--- src/rtl/control_pkg.sv ---
// Shared definitions for the multicycle RV32I control FSM: state encoding,
// opcode classes and the default instruction ROM image.
package control_pkg;

  typedef enum logic [2:0] {
    ST_IDLE,
    ST_FETCH,
    ST_DECODE,
    ST_EXECUTE,
    ST_MEMORY,
    ST_WRITEBACK,
    ST_DONE
  } state_e;

  localparam logic [6:0] OP_RTYPE  = 7'b0110011;
  localparam logic [6:0] OP_IALU   = 7'b0010011;
  localparam logic [6:0] OP_LOAD   = 7'b0000011;
  localparam logic [6:0] OP_STORE  = 7'b0100011;
  localparam logic [6:0] OP_BRANCH = 7'b1100011;
  localparam logic [6:0] OP_SYSTEM = 7'b1110011;

  localparam logic [31:0] INSN_ADDI  = 32'h0050_0093; // addi x1,x0,5
  localparam logic [31:0] INSN_ADD   = 32'h0010_8133; // add  x2,x1,x1
  localparam logic [31:0] INSN_LW    = 32'h0000_2183; // lw   x3,0(x0)
  localparam logic [31:0] INSN_SW    = 32'h0020_2223; // sw   x2,4(x0)
  localparam logic [31:0] INSN_BEQ   = 32'h0000_0463; // beq  x0,x0,8
  localparam logic [31:0] INSN_ECALL = 32'h0000_0073; // ecall

  // First eight words of the program; any deeper word holds ROM_FILL_DEFAULT.
  localparam logic [0:7][31:0] ROM_IMAGE_DEFAULT = '{
    INSN_ADDI, INSN_ADD, INSN_LW, INSN_SW, INSN_BEQ, INSN_ECALL, INSN_ECALL, INSN_ECALL
  };
  localparam logic [31:0] ROM_FILL_DEFAULT = INSN_ECALL;

  // Opcodes that take the EXECUTE path; everything else is SYSTEM or a NOP.
  function automatic logic is_exec_class(input logic [6:0] op);
    return (op == OP_RTYPE) || (op == OP_IALU) || (op == OP_LOAD) ||
           (op == OP_STORE) || (op == OP_BRANCH);
  endfunction

endpackage

--- src/rtl/control_rom.sv ---
// Combinational instruction ROM, ROM_DEPTH x 32. Words 0-7 come from IMAGE,
// deeper words from FILL.
module control_rom
  import control_pkg::*;
#(
  parameter int               ROM_DEPTH = 8,
  parameter logic [0:7][31:0] IMAGE     = ROM_IMAGE_DEFAULT,
  parameter logic [31:0]      FILL      = ROM_FILL_DEFAULT
) (
  input  logic [$clog2(ROM_DEPTH)-1:0] addr,
  output logic [31:0]                  data
);

  logic [31:0] mem [ROM_DEPTH];

  for (genvar i = 0; i < ROM_DEPTH; i++) begin : g_word
    if (i < 8) begin : g_img
      assign mem[i] = IMAGE[i];
    end else begin : g_fill
      assign mem[i] = FILL;
    end
  end

  assign data = mem[addr];

endmodule

--- src/rtl/control.sv ---
// Multicycle RV32I control FSM with no datapath: walks the stored program
// through FETCH/DECODE/EXECUTE/MEMORY/WRITEBACK per instruction class and
// parks in DONE on ecall. Branches are never taken.
// Optional feature: define CONTROL_WATCHDOG_EN to force DONE after
// WATCHDOG_CYCLES active cycles.
module control
  import control_pkg::*;
#(
  parameter int               ROM_DEPTH       = 8,
  parameter int               WATCHDOG_CYCLES = 64,
  parameter logic [0:7][31:0] ROM_IMAGE       = ROM_IMAGE_DEFAULT,
  parameter logic [31:0]      ROM_FILL        = ROM_FILL_DEFAULT
) (
  input  logic clk,
  input  logic rst,
  input  logic start,
  output logic done
);

  localparam int AW = $clog2(ROM_DEPTH);

  state_e      state_q, state_d;
  logic [31:0] pc_q, ir_q, rom_data;
  logic        pc_inc, ir_load, done_d, wd_hit;
  logic [6:0]  opcode;
  logic        unused_ir;

  assign opcode    = ir_q[6:0];
  assign unused_ir = ^ir_q[31:7];

  control_rom #(
    .ROM_DEPTH (ROM_DEPTH),
    .IMAGE     (ROM_IMAGE),
    .FILL      (ROM_FILL)
  ) u_rom (
    .addr (pc_q[AW+1:2]),
    .data (rom_data)
  );

`ifdef CONTROL_WATCHDOG_EN
  localparam int CW = $clog2(WATCHDOG_CYCLES + 1);
  logic [CW-1:0] wd_cnt_q;
  logic          active;

  assign active = (state_q != ST_IDLE) && (state_q != ST_DONE);
  // Fires in the last of WATCHDOG_CYCLES active cycles so DONE follows directly.
  assign wd_hit = active && (wd_cnt_q == CW'(WATCHDOG_CYCLES - 1));

  // Count every cycle spent running the program.
  always_ff @(posedge clk or negedge rst) begin
    if (!rst)        wd_cnt_q <= '0;
    else if (active) wd_cnt_q <= wd_cnt_q + 1'b1;
  end
`else
  assign wd_hit = 1'b0;
`endif

  // State register.
  always_ff @(posedge clk or negedge rst) begin
    if (!rst) state_q <= ST_IDLE;
    else      state_q <= state_d;
  end

  // Next-state: route by opcode class held in IR.
  always_comb begin
    state_d = state_q;
    case (state_q)
      ST_IDLE:      if (start) state_d = ST_FETCH;
      ST_FETCH:     state_d = ST_DECODE;
      ST_DECODE:
        if (is_exec_class(opcode))   state_d = ST_EXECUTE;
        else if (opcode == OP_SYSTEM) state_d = ST_DONE;
        else                          state_d = ST_FETCH;
      ST_EXECUTE:
        if (opcode == OP_LOAD || opcode == OP_STORE) state_d = ST_MEMORY;
        else if (opcode == OP_BRANCH)                state_d = ST_FETCH;
        else                                         state_d = ST_WRITEBACK;
      ST_MEMORY:    state_d = (opcode == OP_LOAD) ? ST_WRITEBACK : ST_FETCH;
      ST_WRITEBACK: state_d = ST_FETCH;
      ST_DONE:      state_d = ST_DONE;
      default:      state_d = ST_IDLE;
    endcase
    if (wd_hit) state_d = ST_DONE;
  end

  // Outputs: IR load, pc advance on instruction completion (or NOP), done.
  always_comb begin
    ir_load = (state_q == ST_FETCH);
    done_d  = (state_q == ST_DONE);
    pc_inc  = 1'b0;
    case (state_q)
      ST_DECODE:    pc_inc = !is_exec_class(opcode) && (opcode != OP_SYSTEM);
      ST_EXECUTE:   pc_inc = (opcode == OP_BRANCH);
      ST_MEMORY:    pc_inc = (opcode == OP_STORE);
      ST_WRITEBACK: pc_inc = 1'b1;
      default:      pc_inc = 1'b0;
    endcase
  end

  // pc, IR and the registered done flag.
  always_ff @(posedge clk or negedge rst) begin
    if (!rst) begin
      pc_q <= '0;
      ir_q <= '0;
      done <= 1'b0;
    end else begin
      if (ir_load) ir_q <= rom_data;
      if (pc_inc)  pc_q <= pc_q + 32'd4;
      done <= done_d;
    end
  end

endmodule

--- config.mk ---
export PLATFORM = sky130hd
export DESIGN_NAME = control
export DESIGN_NICKNAME = d
export VERILOG_FILES = /design/src/rtl/control_pkg.sv /design/src/rtl/control_rom.sv /design/src/rtl/control.sv
export SDC_FILE = /design/constraint.sdc
export NUM_CORES = 1
export LEC_CHECK = 0
export BUFFER_PORTS_ARGS = -buffer_cell sky130_fd_sc_hd__clkbuf_2
export CAP_MARGIN = 10
export CELL_PAD_IN_SITES_DETAIL_PLACEMENT = 1
export CELL_PAD_IN_SITES_GLOBAL_PLACEMENT = 2
export CORE_MARGIN = 1.5
export CORE_UTILIZATION = 40
export DETAILED_ROUTE_END_ITERATION = 12
export PLACE_DENSITY = 0.86
export SYNTH_ARGS = -nofsm -noshare
export SYNTH_HDL_FRONTEND = slang
export SYNTH_HIERARCHICAL = 1
export SYNTH_SLANG_ARGS = --single-unit
--- constraint.sdc ---
create_clock -name clk -period 2 [get_ports clk]
set_input_delay 0.1 -clock clk [delete_from_list [all_inputs] [get_ports clk]]
set_output_delay 0.1 -clock clk [all_outputs]
set_load 0.1 [all_outputs]
# Word level (Yosys, flattened, before mapping)
# Memory sizes are Yosys's and may differ from the RTL's. A register that Yosys moved wholly into a read port is not among the register bits.
# Cells that the tools add are included.
# op_classes
add_sub_neg	1
eq_ne	14
n_mux	8
bitwise_logic	1
n_reduce_logical	9
# op_table
operator	n
32-bit by 3-bit adder with 32-bit output (second input constant)	1
3-bit one-hot mux with 7 select lines	1
3-bit 2-to-1 mux	6
7-bit by 6-bit == test with 1-bit output (second input constant)	2
7-bit == test (second input constant)	2
3-bit == test (second input constant)	3
7-bit by 2-bit == test with 1-bit output (second input constant)	1
7-bit by 5-bit == test with 1-bit output (second input constant)	1
7-bit != test (second input constant)	1
3-bit by 2-bit == test with 1-bit output (second input constant)	2
1-bit logical OR	5
3-bit NOT with 4-bit output	1
1-bit one-hot mux with 4 select lines	1
3-bit by 1-bit == test with 1-bit output (second input constant)	1
3-bit logical NOT	1
1-bit logical NOT	2
2-bit != test (second input constant)	1
1-bit logical AND	1
# word_totals
reg_bits	36
mem_bits_ro	256
input_bits	3
output_inout_bits	1
elab_cells	37
memories	1
# memory_table
memory	depth	width	read_ports	rd_ports_with_merged_regs	write_ports	line_no	source
(name not given)	8	32	1	1	0	control_rom.sv:24	assign data = mem[addr];

# Longest topological paths before layout
# logic_depth
ltp_word	8
mapped_depth	5
mapped_depth_nobuf	4

# By module
# Netlist, hierarchy kept.
# by_module_without_submodules
mod	n_inst	cells_per_inst	area_each_um2	seq_area_each_um2
control	1	58	709.4	350.3
control_rom	1	40	300.3	0.0

# Least setup slack after synthesis
# OpenSTA, ideal clock, no wires.
# synth_timing
path_type	reg-to-reg
start	register ir_q[2]
end	register pc_q[3]
setup_ps	125
arrival_time_ps	1613
required_time_ps	1875
setup_slack_ps	262
stages_incl_launch_ff	5
n_path_buf	0
synth_period_minus_slack_ps	1738
cell_sequence	dfrtp_1 > nand4bb_4 > or4_4 > o311a_2 > mux2_4
# synth_via
elab_chain_cells	8
elab_cells_between_ends	13
classes_between	eq/ne: 6; mux: 1; reduce/logical: 6
# synth_rtl
element	line_no	source
start, declared	control.sv:23	logic [31:0] pc_q, ir_q, rom_data;
7-bit by 6-bit == test with 1-bit output / 7-bit by 5-bit == test with 1-bit output (equally long branches)	control_pkg.sv:37	return (op == OP_RTYPE) || (op == OP_IALU) || (op == OP_LOAD) ||
1-bit logical OR (3 in a row)	control_pkg.sv:37	
1-bit logical OR	control_pkg.sv:38	(op == OP_STORE) || (op == OP_BRANCH);
1-bit logical NOT	control.sv:92	ST_DECODE: pc_inc = !is_exec_class(opcode) && (opcode != OP_SYSTEM);
1-bit logical AND	control.sv:92	
1-bit one-hot mux with 4 select lines *	control.sv:91	case (state_q)
end signal, assigned	control.sv:108	if (pc_inc) pc_q <= pc_q + 32'd4;
end, declared	control.sv:23	
# Mark *: on every way between the ends. The rest lies on a longest branch, timed or not.
# A chain may end at the register's enable or synchronous reset.

# Worst setup path in the final report
# Ends and elaborated chain as after synthesis.

==> flow_summary.toml <==
[worst_setup_path]
r2r-start = "ir_q[2]"
crit_arrival_ns = 1.98
critPathKind = "reg2reg"
critical_path.endpoint_type = "flop"
worstPathCellList = "nand4bb_4 -> or4_4 -> o311a_2 -> mux2_4"
setup.worst_path.start_class = "flop"
critPathBufInv = 0
worst_path_max_delay_cell = "or4_4"
cp_max_fo = 6
crit_required_ns = 2.19
cpPeakStageDelay_ns = 0.56
crit_family = "simple AND/OR/NAND/NOR gates"
cp-startpoint = "ir_q[2]"

[global_routing]
grt_antenna_before_repair = 0
grt_usage_pct = 17.3
overflow = 0
grt_max_degree = 15
grt_first_pass_wirelength_um = 2550
grt_pass1_vias = 542

[sta]
clock.fmax_ghz = 0.560
drv_slew = 0
min_period_over_period_pct = 89.3
skew_ns = 0.00917
worst_slew_pin_slew_ns = 0.540
hold_viol = 0
layout_setup_ws_ns = 0.214
slew-limit-headroom_pct = 64.1
fin_crit_ns = 1.79
fin_setup_tns_ns = 0
hold_slack_ns = 0.118
grt_setup_unrepaired = "no"
setup_viol = 0

[detailed_routing]
drc = 0
postRouteAntennaNets = 0
drt_iter0_markers = 9
wire_per_inst_um = 15.0
dr_total_vias = 532
wl_um = 1520
avgViaCountPerCell = 5.27
first_pass_iters = 4

[job]
maxCapViolCount = 0

[yosys]
synth_cells = 71
ys_warn_count = 6
netlist_area_um2 = 798
synth_area_per_cell_um2 = 11.2

[die]
fp.dieH_um = 47.7
rows = 15
die_area_um2 = 2270
core_area_um2 = 1800
die_x_um = 47.7
pin_count = 4
start_util_pct = 44.3

[clock_network]
numCtsBuffers = 3
cts_setup_buffers = 0
clk_latency_ns = 0.30
cts_tree = "built"
htree_levels = 1
cts-resized-gates = 0
clk_pin_slew_ns = 0.09
clock-sinks = 14
clock_path_buffers = 2
cts-root-buf = "clkbuf_4"
cts_hold_buf = 1

[power_and_ir_drop]
total_power_mw = 1.46
ir_drop_uv = 641
p_leak_nw = 0.367
p_per_area_nw_per_um2 = 1690

[placed_design]
post_dp_cell_area_um2 = 818
pre_cts_slack_ns = 0.204
dp.cells = 96
port_buffers = 3
dp_hpwl_um = 1090
gp_congestion = 0.798

[cells_and_area]
seqCellArea_um2 = 350
antennaDiodeCount = 0
design_area_um2 = 865
drive_gt1_share_pct = 31.6
final_util_pct = 48.0
area_growth_pct = 8.31
layoutNonFillerInstCount = 101
multi_input_area_um2 = 388
nNetsFinal = 82
fillers = 213

[min_path]
hold_start = "start"
hp-class = "in2reg"

[run_status]
status = "finished, final reports clean"
flip-flops by register name (all words and copies together) (netlist names):
register / cells
pc_q: 3
ir_q: 7
state_q: 3
done: 1
worst min-delay path, cell delays in order:
cell	delay, ns
clkbuf_2	0.07
a21oi_1	0.05
o22ai_1	0.14
final timing paths:
path / end / slack (ns) / depth (start not counted)
setup / recovery: pc_q[3] / 0.21 / 4
hold / removal: state_q[0] / 0.12 / 3
setup reg to reg: pc_q[3] / 0.21 / 4
hold reg to reg: ir_q[2] / 0.53 / 1
max in group asynchronous: ir_q[3] / 1.51 / 2
min in group asynchronous: ir_q[1] / 0.23 / 2
metal layers:
layer	global-route usage, %	vias to the layer above	wire (µm)
li1	-	257	-
met1	21.6	264	718
met2	26.2	6	720
met3	5.66	5	38
met4	9.73	0	40
met5	0	-	0
layout by cell type, fill, tap and decap left out, types with 2 or more instances in the layout:
cell type   n
mux2i_1     2
nor2_1      2
nand3_1     2
inv_1       5
mux2_2      7
nand2b_1    2
a21oi_1     2
conb_1      4
dfrtp_1    14
buf_4       2
clkbuf_2    3
ha_1        2
clkbuf_4    3
o21ai_0     2
o22ai_1     2
report_power, final:
part | internal [mW] | switching, mW | total, mW
Clock | 0.111 | 0.103 | 0.214
Combinational | 0.357 | 0.293 | 0.649
Sequential | 0.422 | 0.172 | 0.595
final cells by class:
class	count	area share (%)
multi-input cells	47	44.9
flip-flops and latches	14	40.5
repair buffers	6	4.63
clock buffers	4	4.20
well taps	25	3.62
inverters	5	2.17
Note: power is estimated with default switching activity, not from simulation.
